`src/rtl/shift_reg_bank.sv`:
```
// Multi-lane synchronous shift register with a runtime tap, recirculate ring,
// hold/clear modes and a saturating fill counter.

module shift_reg_lane #(
   parameter int DEPTH = 128,
   parameter int LEN_W = $clog2(DEPTH)
) (
   input  logic             clk,
   input  logic             rst,
   input  logic             clr,
   input  logic             shift,
   input  logic             recirc,
   input  logic [LEN_W-1:0] len,
   input  logic             din,
   output logic             tap
);
   logic [DEPTH-1:0] stage;

   assign tap = stage[len];

   // Recirculate feeds back the tap selected by len on this very edge.
   always_ff @(posedge clk) begin
      if (rst || clr)
         stage <= '0;
      else if (shift)
         stage <= {stage[DEPTH-2:0], din};
      else if (recirc)
         stage <= {stage[DEPTH-2:0], tap};
   end
endmodule

module shift_reg_bank #(
   parameter int WIDTH = 1,
   parameter int DEPTH = 128,
   parameter int LEN_W = $clog2(DEPTH)
) (
   input  logic             clk,
   input  logic             rst,
   input  logic             en,
   input  logic [1:0]       mode,
   input  logic [LEN_W-1:0] len,
   input  logic [WIDTH-1:0] din,
   output logic [WIDTH-1:0] dout,
   output logic [LEN_W:0]   fill_cnt,
   output logic             filled
);
   typedef enum logic [1:0] {
      M_SHIFT  = 2'b00,
      M_RECIRC = 2'b01,
      M_HOLD   = 2'b10,
      M_CLEAR  = 2'b11
   } mode_e;

   localparam logic [LEN_W:0] FULL = (LEN_W+1)'(DEPTH);

   logic clr, shift, recirc;

   assign clr    = (mode == M_CLEAR);
   assign shift  = en && (mode == M_SHIFT);
   assign recirc = en && (mode == M_RECIRC);

   genvar i;
   generate
      for (i = 0; i < WIDTH; i++) begin : g_lane
         shift_reg_lane #(.DEPTH(DEPTH), .LEN_W(LEN_W)) u_lane (
            .clk    (clk),
            .rst    (rst),
            .clr    (clr),
            .shift  (shift),
            .recirc (recirc),
            .len    (len),
            .din    (din[i]),
            .tap    (dout[i])
         );
      end
   endgenerate

   always_ff @(posedge clk) begin
      if (rst || clr)
         fill_cnt <= '0;
      else if (shift && (fill_cnt != FULL))
         fill_cnt <= fill_cnt + 1'b1;
   end

   assign filled = (fill_cnt > {1'b0, len});
endmodule

```
`config.mk`:
```
export PLATFORM = sky130hd
export DESIGN_NAME = shift_reg_bank
export DESIGN_NICKNAME = d
export VERILOG_FILES = /design/src/rtl/shift_reg_bank.sv
export SDC_FILE = /design/constraint.sdc
export NUM_CORES = 1
export LEC_CHECK = 0
export BUFFER_PORTS_ARGS = -buffer_cell sky130_fd_sc_hd__buf_4
export CORE_MARGIN = 8
export CORE_UTILIZATION = 55
export DETAILED_ROUTE_END_ITERATION = 16
export MAX_ROUTING_LAYER = met4
export PLACE_DENSITY = 0.8
export SLEW_MARGIN = 10
export SYNTH_ARGS = -nofsm -noshare
export SYNTH_HDL_FRONTEND = slang
export SYNTH_SLANG_ARGS = --single-unit
```
`constraint.sdc`:
```
create_clock -name clk -period 2.43 [get_ports clk]
set_clock_uncertainty 0.05 [all_clocks]
set_input_delay 0.243 -clock clk [delete_from_list [all_inputs] [get_ports clk]]
set_output_delay 0.243 -clock clk [all_outputs]
set_load 0.05 [all_outputs]
```
== Word level (Yosys, flattened, before mapping) ==
Cells that the tools add are included.
W data, S select, Z words.
Cells by class
  reduce and logical (&&, ||, !) cells: 6
  equal/unequal tests: 3
  $lt $le $gt $ge: 2
  $add $sub $neg: 1
  multiplexer cells: 4
Operators by type and width (count)
  $mux W128: 2
  $add A8 B1 Y8 const B: 1
  $gt A8 B7 Y1: 1
  $lt A7 B8 Y1 const B: 1
  $ne A8 B8 Y1 const B: 1
  $bmux W1 S7: 1
  $logic_and A1 B1 Y1: 3
  $eq A2 B1 Y1 const B: 1
  $eq A2 B2 Y1 const B: 1
  $logic_not A2 Y1: 1
  $reduce_bool A2 Y1: 1
  $logic_or A1 B1 Y1: 1
  $mux W1: 1
Word-level totals
  input bits: 13
  logic and storage cells: 18
  register bits after elaboration: 136
  output and inout bits: 10

== Depth between registers and ports, before layout ==
  word-level depth: 4
  mapped depth: 12
  mapped depth without buffers: 9

== Cells and area by module ==
A second synthesis with hierarchy kept.
Unflattened totals
  cell total of the unflattened synthesis: 716
  area total of the unflattened synthesis: 6113.4 um^2
Modules (own cells, without submodules)
  shift_reg_lane: seq. area each 2562.5 um^2, instances 1, area each 5492.8 um^2, cells each 645
  shift_reg_bank: seq. area each 160.2 um^2, instances 1, area each 620.6 um^2, cells each 71

== Worst setup path after synthesis ==
OpenSTA, ideal clock, no wires.
  path kind: input port to output port
  start point: input len[1]
  end point: output filled
  required time: 2.137 ns
  cell stages on the path: 12
  arrival: 2.466 ns
  slack: -0.329 ns
  path buffers: 3
  cell sequence: buf_2 > buf_2 > buf_2 > inv_1 > ha_1 > nor2b_1 > o21a_1 > o21a_1 > o21ai_0 > nand2b_1 > a211oi_1 > o21bai_1
On the way
  longest elaborated chain between the ends: 1
RTL lines
  start, declared: line 41  | input logic [LEN_W-1:0] len,
  $gt A8 B7 Y1: line 85  | assign filled = (fill_cnt > {1'b0, len});
  end, declared: line 45  | output logic filled
Every way passes these cells.

== Worst setup path in the final report ==
  start point: register g_lane[0].u_lane.stage[99]
  end point: output dout
On the way
  longest elaborated chain between the ends: 2
RTL lines
  start, declared: line 17  | logic [DEPTH-1:0] stage;
  start signal, assigned: line 26  | stage <= {stage[DEPTH-2:0], din};
  start signal, assigned: line 28  | stage <= {stage[DEPTH-2:0], tap};
  $bmux W1 S7: line 19  | assign tap = stage[len];
  $mux W1 (not written as such): line 19
  end, declared: line 43  | output logic [WIDTH-1:0] dout,
Every way passes these cells. The select of a mux whose other input is x is not followed.

==> results_dict.tcl <==
set metrics [dict create \
    die_area_um2 14500 \
    fin_crit_sh_pct 127 \
    ys.flop_type "dfxtp_1" \
    ys_ff_latch 136 \
    finalSetupViolations 3 \
    avgSynthCellArea_um2 8.38 \
    yosys.area.top_type_share_pct 45.4 \
    firstDrtPassIters 5 \
    leakage_nw 2.66 \
    hp-class "input pin to register" \
    die_x_um 120 \
    critical_path_class "register to output port" \
    detail-route-antenna-nets 0 \
    multiInputGateArea_um2 3070 \
    synth_top_cell_by_area "dfxtp_1" \
    cp.required_ps 2140 \
    fin_cells 927 \
    grtUsageMet2_pct 34.5 \
    num_rows 38 \
    cts_sinks 136 \
    avgViaCountPerCell 5.80 \
    tightest_slew_ps 572 \
    finalHoldViolations 0 \
    grt.busiest_layer "met2" \
    pre_cts_slack_ps -452 \
    dp_cells 891 \
    syn-cell-area_um2 6000 \
    initial_core_util_pct 55.8 \
    period_minus_slack_ps 3080 \
    grt_pass1_wl_mm 24.3 \
    status "complete, but fails checks" \
    cts_tree "done" \
    ys_top_cells_by_area "dfxtp_1 (45%), nand2_1 (17%), a21oi_1 (11%)" \
    clock.fmax_mhz 325 \
    grt_use_total_pct 21.2 \
    cts_buffers 17 \
    maxSlewHeadroom_pct 61.9 \
    grt_max_degree 130 \
    port-buffer-count 22 \
    netlist_instances 716 \
    synth_fp_nets 738 \
    rsz0062_at_grt "yes" \
    hpwl_mm 9.37 \
    critPathCaptureType "output port" \
    ios 23 \
    clk_path_buf_depth 2 \
    drt_iter0_markers 693 \
    nets 797 \
    clk_latency_ps 520 \
    met3_usage_pct 5.87 \
    vias 5377 \
    seq_area_um2 2740 \
    yosysMostFrequentCell "nand2_1" \
    cp.arrival_ps 2780 \
    grt_pass1_vias 5181 \
    place.gp.congestion 0.861 \
    cap_violations 0 \
    ys_async_sr_fraction_pct 0 \
    use_met1_pct 24.1 \
    ys_seq_area_share_pct 45.4 \
    cp_max_fo 2 \
    antenna_found_initial 0 \
    cts_hold_buf 0 \
    drt_wl_total_mm 15.0 \
    core-area_um2 10700 \
    overflow 0 \
    area_growth_pct 23.4 \
    drv_slew 0 \
    power.density_nw_per_um2 681 \
    setup_ws_ps -647 \
    cts_root_buffer "clkbuf_8" \
    peakVddDrop_mv 0.403 \
    cts_max_level 4 \
    synth_cell_types 36 \
    detail_route.wl_per_cell_um 16.2 \
    violations "negative setup slack" \
    die_h_um 120 \
    cp-start-kind "register" \
    cts.reportedPaths.clkPinSlew_ps 60 \
    drive_gt1_share_pct 21.5 \
    ys_top_cells_by_count "nand2_1 (266), dfxtp_1 (136), a21oi_1 (135)" \
    synth-edff-count 0 \
    drc 0 \
    fillCellCount 773 \
    synth_warnings 0 \
    antenna_cells 0 \
]
[area by class of cell]
type | count | area share [%]
Multi-Input combinational cell | 519 | 41.4
Tap cell | 140 | 2.37
Clock inverter | 9 | 1.69
Sequential cell | 136 | 37.0
Inverter | 8 | 0.405
Timing Repair Buffer | 93 | 11.2
Clock buffer | 22 | 5.98
[path summary, 6_finish.rpt]
path,from,endpoint,slack [ps],depth (start not counted)
setup reg to reg,g_lane[0].u_lane.stage[99]$_SDFFE_PP0P_,g_lane[0].u_lane.stage[0]$_SDFFE_PP0P_,-210,8
hold reg to reg,g_lane[0].u_lane.stage[27]$_SDFFE_PP0P_,g_lane[0].u_lane.stage[28]$_SDFFE_PP0P_,420,2
hold / removal,mode[0],fill_cnt[1]$_SDFFE_PP0P_,70,4
setup / recovery,g_lane[0].u_lane.stage[99]$_SDFFE_PP0P_,dout,-650,6
[flip-flops by register name, summed over array words and instances, names as in the netlist]
register,flops
fill_cnt,8
g_lane.u_lane.stage,128
[metrics by stage]
step	hold slack [ps]	TNS, ps	util [%]	power [mW]	cell area [µm²]
3_3_place_gp	394	-678	62.9	2.59	6760
5_1_grt	70.3	-1150	68.9	5.18	7410
3_5_place_dp	412	-778	62.9	2.59	6760
4_1_cts	36.3	-836	68.6	5.06	7370
6_report	67.7	-1010	68.9	5.04	7410
2_1_floorplan	386	-487	-	2.48	6030
[where the power goes]
part / internal (mW) / leakage (nW) / switching [mW]
Sequential: 2.23 / 1.10 / 0.00174
Combinational: 0.119 / 1.28 / 0.210
Clock: 1.58 / 0.275 / 0.907
[cell usage in the layout, fill, tap and decap left out, types with 3 or more instances in the layout]
cell type / instances
buf_12: 9
nand4_1: 4
clkinv_2: 4
clkbuf_1: 4
bufinv_16: 3
mux4_2: 25
a22oi_1: 8
nor2_1: 14
nor4_1: 4
mux4_1: 3
nand3_1: 4
clkbuf_16: 16
ha_1: 8
dfxtp_2: 10
mux2i_1: 17
a21oi_1: 135
xor2_1: 4
buf_4: 82
nand2_1: 266
dfxtp_1: 125
inv_1: 7
o21ai_2: 3
[worst max-delay path: stages (launching register included)]
cell and delay (ps):
dfxtp_2 330, mux4_2 470, mux4_2 500, o21ai_1 160
nor4_1 70, or4_4 560, buf_8 170
[cell families after synthesis]
| family | synth area share (%) |
|---|---|
| AND/OR/NAND/NOR | 19.9 |
| AO/OA/AOI/OAI | 14.0 |
| flip-flops | 45.4 |
| buffers and inverters | 4.34 |
| multiplexers | 13.8 |
| adder cells (fa/ha/maj) | 1.88 |
| XOR/XNOR | 0.730 |
[repair_timing]
item / 4_1_cts / 5_1_grt
cloned: 0 / 0
gates resized for setup: 16 / 13
setup endpoints to repair: 2 / 3
buffers inserted: 2 / 3
pin swaps: 4 / 5
hold endpoints to repair: 0 / 0
[routing by layer]
metal	vias to the layer above	routed length [µm]
li1	2543	-
met1	2543	5990
met2	237	7400
met3	54	1110
met4	0	478
met5	-	0
(Power assumes the default switching activity.)
